### src/rtl/packet_detect_ctrl_pkg.sv
// rtl/packet_detect_ctrl_pkg.sv - shared OFDM receive definitions for packet detection
package packet_detect_ctrl_pkg;

  typedef enum logic [2:0] {
    ST_IDLE    = 3'd0,
    ST_FLUSH   = 3'd1,
    ST_WARMUP  = 3'd2,
    ST_SEARCH  = 3'd3,
    ST_CONFIRM = 3'd4,
    ST_LOCKED  = 3'd5,
    ST_HOLDOFF = 3'd6
  } pd_state_e;

  localparam int unsigned METRIC_W       = 21;
  localparam int unsigned CMP_W          = 23;
  localparam int unsigned CNT_W          = 16;
  localparam int unsigned LEN_W          = 16;
  localparam int unsigned WARMUP_METRICS = 16;

  localparam int unsigned         DEF_HIT_COUNT  = 16;
  localparam logic [METRIC_W-1:0] DEF_ENERGY_MIN = 21'h00400;
  localparam int unsigned         DEF_HOLDOFF    = 32;

  // Correlation must reach THR_NUM/THR_DEN of the energy to count as a hit.
  localparam int unsigned THR_NUM = 3;
  localparam int unsigned THR_DEN = 4;

  function automatic logic [CNT_W-1:0] sat_inc(input logic [CNT_W-1:0] v);
    return (v == {CNT_W{1'b1}}) ? v : v + 1'b1;
  endfunction

endpackage

### src/rtl/packet_detect_ctrl_cmp.sv
// rtl/packet_detect_ctrl_cmp.sv - combinational hit comparator for the detection metric
module detect_metric_cmp
  import packet_detect_ctrl_pkg::*;
#(
  parameter logic [METRIC_W-1:0] ENERGY_MIN = DEF_ENERGY_MIN
) (
  input  logic                i_metric_valid,
  input  logic [METRIC_W-1:0] i_energy,
  input  logic [METRIC_W-1:0] i_corr,
  output logic                o_hit
);

  logic [CMP_W-1:0] w_corr_scaled;
  logic [CMP_W-1:0] w_energy_scaled;

  // Widened to 23 bits so neither product can overflow.
  assign w_corr_scaled   = CMP_W'(i_corr) * CMP_W'(THR_DEN);
  assign w_energy_scaled = CMP_W'(i_energy) * CMP_W'(THR_NUM);

  assign o_hit = i_metric_valid
               && (i_energy >= ENERGY_MIN)
               && (w_corr_scaled >= w_energy_scaled);

endmodule

### src/rtl/packet_detect_ctrl.sv
// rtl/packet_detect_ctrl.sv - packet detection FSM with shared frame/holdoff counter
module packet_detect_ctrl
  import packet_detect_ctrl_pkg::*;
#(
  parameter int unsigned         HIT_COUNT  = DEF_HIT_COUNT,
  parameter logic [METRIC_W-1:0] ENERGY_MIN = DEF_ENERGY_MIN,
  parameter int unsigned         HOLDOFF    = DEF_HOLDOFF
) (
  input  logic                i_clk,
  input  logic                i_rst_n,
  input  logic                i_start,
  input  logic                i_sample_enable,
  input  logic                i_metric_valid,
  input  logic [METRIC_W-1:0] i_energy,
  input  logic [METRIC_W-1:0] i_corr,
  input  logic [LEN_W-1:0]    i_frame_len,
  output logic                o_accum_in_enable,
  output logic                o_packet_detect,
  output logic                o_locked,
  output logic                o_frame_done,
  output logic [2:0]          o_state
);

  localparam logic [CNT_W-1:0] HIT_TARGET = CNT_W'(HIT_COUNT);
  localparam logic [CNT_W-1:0] WARM_LAST  = CNT_W'(WARMUP_METRICS - 1);
  localparam logic [CNT_W-1:0] HOLD_LAST  = (HOLDOFF > 0) ? CNT_W'(HOLDOFF - 1) : '0;

  pd_state_e        r_state;
  pd_state_e        w_state_nxt;
  logic             r_gate;
  logic [CNT_W-1:0] r_cnt;
  logic [CNT_W-1:0] w_cnt_nxt;
  logic [CNT_W-1:0] w_cnt_inc;
  logic [LEN_W-1:0] r_len;
  logic [LEN_W-1:0] w_len_nxt;
  logic             r_pd;
  logic             w_pd_nxt;
  logic             r_fd;
  logic             w_fd_nxt;
  logic             w_hit;
  logic             w_lock;

  detect_metric_cmp #(
    .ENERGY_MIN(ENERGY_MIN)
  ) u_cmp (
    .i_metric_valid(i_metric_valid),
    .i_energy      (i_energy),
    .i_corr        (i_corr),
    .o_hit         (w_hit)
  );

  assign w_cnt_inc = sat_inc(r_cnt);

  always_comb begin
    w_state_nxt = r_state;
    w_cnt_nxt   = r_cnt;
    w_len_nxt   = r_len;
    w_pd_nxt    = 1'b0;
    w_fd_nxt    = 1'b0;
    w_lock      = 1'b0;

    // Dropping start wins over every other transition and suppresses pulses.
    if ((r_state != ST_IDLE) && !i_start) begin
      w_state_nxt = ST_IDLE;
      w_cnt_nxt   = '0;
    end else begin
      case (r_state)
        ST_IDLE: begin
          if (i_start) begin
            w_state_nxt = ST_FLUSH;
            w_cnt_nxt   = '0;
          end
        end
        ST_FLUSH: begin
          w_state_nxt = ST_WARMUP;
          w_cnt_nxt   = '0;
        end
        ST_WARMUP: begin
          if (i_metric_valid) begin
            if (r_cnt >= WARM_LAST) begin
              w_state_nxt = ST_SEARCH;
              w_cnt_nxt   = '0;
            end else begin
              w_cnt_nxt = w_cnt_inc;
            end
          end
        end
        ST_SEARCH: begin
          if (w_hit) begin
            if (HIT_TARGET <= 16'd1) begin
              w_lock = 1'b1;
            end else begin
              w_state_nxt = ST_CONFIRM;
              w_cnt_nxt   = 16'd1;
            end
          end
        end
        ST_CONFIRM: begin
          if (i_metric_valid) begin
            if (w_hit) begin
              if (w_cnt_inc >= HIT_TARGET) begin
                w_lock = 1'b1;
              end else begin
                w_cnt_nxt = w_cnt_inc;
              end
            end else begin
              w_state_nxt = ST_SEARCH;
              w_cnt_nxt   = '0;
            end
          end
        end
        ST_LOCKED: begin
          if (i_sample_enable) begin
            if (r_cnt >= (r_len - 16'd1)) begin
              w_fd_nxt    = 1'b1;
              w_state_nxt = ST_HOLDOFF;
              w_cnt_nxt   = '0;
            end else begin
              w_cnt_nxt = w_cnt_inc;
            end
          end
        end
        ST_HOLDOFF: begin
          if (r_cnt >= HOLD_LAST) begin
            w_state_nxt = ST_FLUSH;
            w_cnt_nxt   = '0;
          end else begin
            w_cnt_nxt = w_cnt_inc;
          end
        end
        default: begin
          w_state_nxt = ST_IDLE;
          w_cnt_nxt   = '0;
        end
      endcase

      // A zero frame length would never terminate, so it is treated as one sample.
      if (w_lock) begin
        w_state_nxt = ST_LOCKED;
        w_pd_nxt    = 1'b1;
        w_cnt_nxt   = '0;
        w_len_nxt   = (i_frame_len == '0) ? 16'd1 : i_frame_len;
      end
    end
  end

  always_ff @(posedge i_clk or negedge i_rst_n) begin
    if (!i_rst_n) begin
      r_state <= ST_IDLE;
      r_gate  <= 1'b0;
      r_cnt   <= '0;
      r_len   <= '0;
      r_pd    <= 1'b0;
      r_fd    <= 1'b0;
    end else begin
      r_state <= w_state_nxt;
      r_gate  <= (w_state_nxt != ST_IDLE) && (w_state_nxt != ST_FLUSH);
      r_cnt   <= w_cnt_nxt;
      r_len   <= w_len_nxt;
      r_pd    <= w_pd_nxt;
      r_fd    <= w_fd_nxt;
    end
  end

  assign o_accum_in_enable = i_sample_enable & r_gate;
  assign o_packet_detect   = r_pd;
  assign o_frame_done      = r_fd;
  assign o_locked          = (r_state == ST_LOCKED);
  assign o_state           = r_state;

endmodule

### config.mk
export PLATFORM = sky130hd
export DESIGN_NAME = packet_detect_ctrl
export DESIGN_NICKNAME = d
export VERILOG_FILES = /design/src/rtl/packet_detect_ctrl_pkg.sv /design/src/rtl/packet_detect_ctrl_cmp.sv /design/src/rtl/packet_detect_ctrl.sv
export SDC_FILE = /design/constraint.sdc
export NUM_CORES = 1
export LEC_CHECK = 0
export ABC_AREA = 1
export BUFFER_PORTS_ARGS = -buffer_cell sky130_fd_sc_hd__buf_2
export CORE_MARGIN = 2
export CORE_UTILIZATION = 45
export DETAILED_ROUTE_END_ITERATION = 12
export HOLD_SLACK_MARGIN = 0.03
export PLACE_DENSITY = 0.72
export SYNTH_ARGS = -nofsm -noshare
export SYNTH_HDL_FRONTEND = slang
export SYNTH_SLANG_ARGS = --single-unit
### constraint.sdc
create_clock -name i_clk -period 4.3 [get_ports i_clk]
set_clock_uncertainty 0.15 [all_clocks]
set_input_delay 0.215 -clock i_clk [delete_from_list [all_inputs] [get_ports i_clk]]
set_output_delay 0.215 -clock i_clk [all_outputs]
set_load 0.01 [all_outputs]
==> impl_metrics.ini <==
[status]
outcome = finished clean

[place]
place_congestion = 0.925
dpl_cell_area_sq_um = 5500
port_buffers = 69
place_ws_ns = 0.172
hpwlAfterDp_um = 9600
dp.cells = 963

[route]
drt_wl_total_um = 11700
vias = 4946
vias_per_cell = 5.02
wl_per_cell_um = 11.9
drc = 0
drtAntennaViolNets = 0
dr.pass1.iters = 5
drtIter0Drc = 208

[synthesis]
syn-mean-instance-area_sq_um = 6.60
syn_area_sq_um = 5000
synth_cells = 758
yosysTopAreaCellShare = 0.195
netlist-cell-type-count = 40
synth.area.top_cells = ha_1 (20%), dfrtp_1 (19%), nand2_1 (17%)
synth_top_area_cell = ha_1
synth_nets = 900
ys.warnings.count = 0
synth-seq-area-share = 0.190
ys_seq_elements = 38

[timing]
timing.final.crit_share = 0.880
tns_ns = 0
drv_slew = 0
period_needed_ns = 3.78
rsz0062_at_grt = no
max_slew_margin = 0.425
fmax_mhz = 264
setup_violations = 0
setup_slack_ns = 0.518
hold_viol_final = 0
hold_ws_ns = 0.0757
worst_pin_slew_ns = 0.862

[cells_and_area]
syn2layout_area_growth_pct = 15.1
num_antenna_cells = 0
drive_above_1_share = 0.138
final_cell_area_sq_um = 5750
multi_input_area_sq_um = 3650
nets = 988
fill_cells = 1111
final_util = 0.531
regArea_sq_um = 951
layoutNonFillerInstCount = 986

[worst_setup_path]
worst-path-max-fanout = 6
crit_required_ns = 4.38
endpoint_kind = register
path_class = reg -> reg
worstSetupStartpointType = register
crit_arrival_ns = 3.86

[global_routing]
grt.busiest_layer = met2
gr-usage-met2 = 0.351
grt_pass1_wl_um = 20600
grt_usage = 0.210
grt_pass1_vias = 4757
grt_max_degree = 39
met3_usage = 0.0344
grt-ovfl-total = 0
antenna_found_initial = 0
use_met1 = 0.285

[floorplanning]
dieHeight_um = 109
die_w_um = 109
ios = 70
die_area_sq_um = 12000
core_area_sq_um = 10800
rows = 38
start_util = 0.461

[clock_network]
cts_tree = yes
clkSinkCount = 38
cts-root-buf = clkbuf_8
clk_latency_ns = 0.29
htreeDepth = 2
clk_pin_slew_ns = 0.08
cts.path.max_buffers = 2
cts_made_buffers = 5

[power_and_ir_drop]
p_leak_nw = 3.13
ir_drop_mv = 0.193
p_total_mw = 1.33
p_per_area_nw_per_um2 = 231

[job]
maxCapViolCount = 0

[hold_path]
hold_path.class = in -> reg
-- cells by family after synthesis --
group	count (synthesis)	synth area share
simple gates	413	0.368
buf+inv	105	0.0828
compound gates	85	0.0928
fa+ha+maj	79	0.199
flops	38	0.190
xor+xnor	37	0.0648
mux	1	0.00200
-- flip-flops by register name, indices dropped and copies added, names as in the netlist --
| signal | cells |
|---|---|
| o_frame_done | 1 |
| o_state | 3 |
| r_gate | 1 |
| o_packet_detect | 1 |
| r_cnt | 16 |
| r_len | 16 |
-- cells in the mapped netlist, drive strengths merged --
cell,instances
nand2,236
inv,96
ha,78
nor2,77
nand3,55
a21oi,43
dfrtp,38
o21ai,27
xor2,25
nor3,16
nand4,15
xnor2,12
nor4,7
buf,6
a21o,3
clkbuf,3
nand3b,3
o21bai,3
a21boi,2
a31oi,2
and2,2
a41oi,1
fa,1
mux2i,1
o2111ai,1
o21a,1
o221ai,1
o31ai,1
or2,1
or3,1
-- area by class of cell --
cell class / count / share of cell area
clock buffers: 5 / 0.0120
clock inverters: 2 / 0.00174
inverters: 96 / 0.0626
multi-input cells: 615 / 0.634
flip-flops and latches: 38 / 0.165
well taps: 140 / 0.0304
repair buffers: 90 / 0.0944
-- worst max-delay path, cell delays in order, from the launching register on --
cell and delay, ns:
dfrtp_1 0.38, inv_1 0.10, ha_1 0.20, nand2_1 0.09, nor3_1 0.24, nand2_1 0.13, inv_1 0.07, nand2_1 0.06
or3_1 0.35, nor3_1 0.21, xnor2_1 0.10, ha_1 0.27, nand2_1 0.07, nor4_1 0.40, nand2_1 0.13, and2_1 0.16
nand2_1 0.21, nand3_1 0.16, nand2_1 0.10, nand2_1 0.06, nand2_1 0.07
-- layout by cell type (no fill, tap or decap), drive strengths merged, types with 3 or more instances in the layout --
cell type / synthesis / routed
nand2: 236 / 236
inv: 96 / 96
ha: 78 / 78
nor2: 77 / 77
buf: 6 / 74
nand3: 55 / 55
a21oi: 43 / 43
dfrtp: 38 / 38
o21ai: 27 / 27
xor2: 25 / 25
dlygate4sd3: 0 / 16
nor3: 16 / 16
nand4: 15 / 15
xnor2: 12 / 12
nor4: 7 / 7
clkbuf: 3 / 5
a21o: 3 / 3
o21bai: 3 / 3
nand3b: 3 / 3
-- power breakdown --
group	switching [mW]	total, mW	internal [mW]
Combinational	0.414	0.670	0.256
Clock	0.127	0.236	0.109
Sequential	0.0385	0.424	0.386
Total	0.580	1.33	0.751
-- layer usage --
layer,part of all wire,wire length (um)
met1,0.49,5700
met5,0,0
met3,0.058,685
met2,0.44,5200
met4,0.012,136
-- path summary, 6_finish.rpt --
path                           startpoint  cells after the start    endpoint  slack (ns)
max reg2reg                      r_len[0]                     20      r_gate        0.52
min in group asynchronous         i_rst_n                      2  o_state[2]        0.43
min reg2reg                      r_len[0]                      2    r_len[0]        0.34
max in group asynchronous         i_rst_n                      2   r_len[14]        3.03
min                        i_frame_len[0]                      3    r_len[0]        0.08
max                              r_len[0]                     20      r_gate        0.52
-- what timing repair did --
action | in CTS | in global routing
hold endpoints to repair | 53 | 0
hold buffers | 16 | 0
endpoints found under the setup margin | 0 | 28
resized for setup | 0 | 2
buffers inserted | 0 | 0
Power figures use the tool's default switching activity.
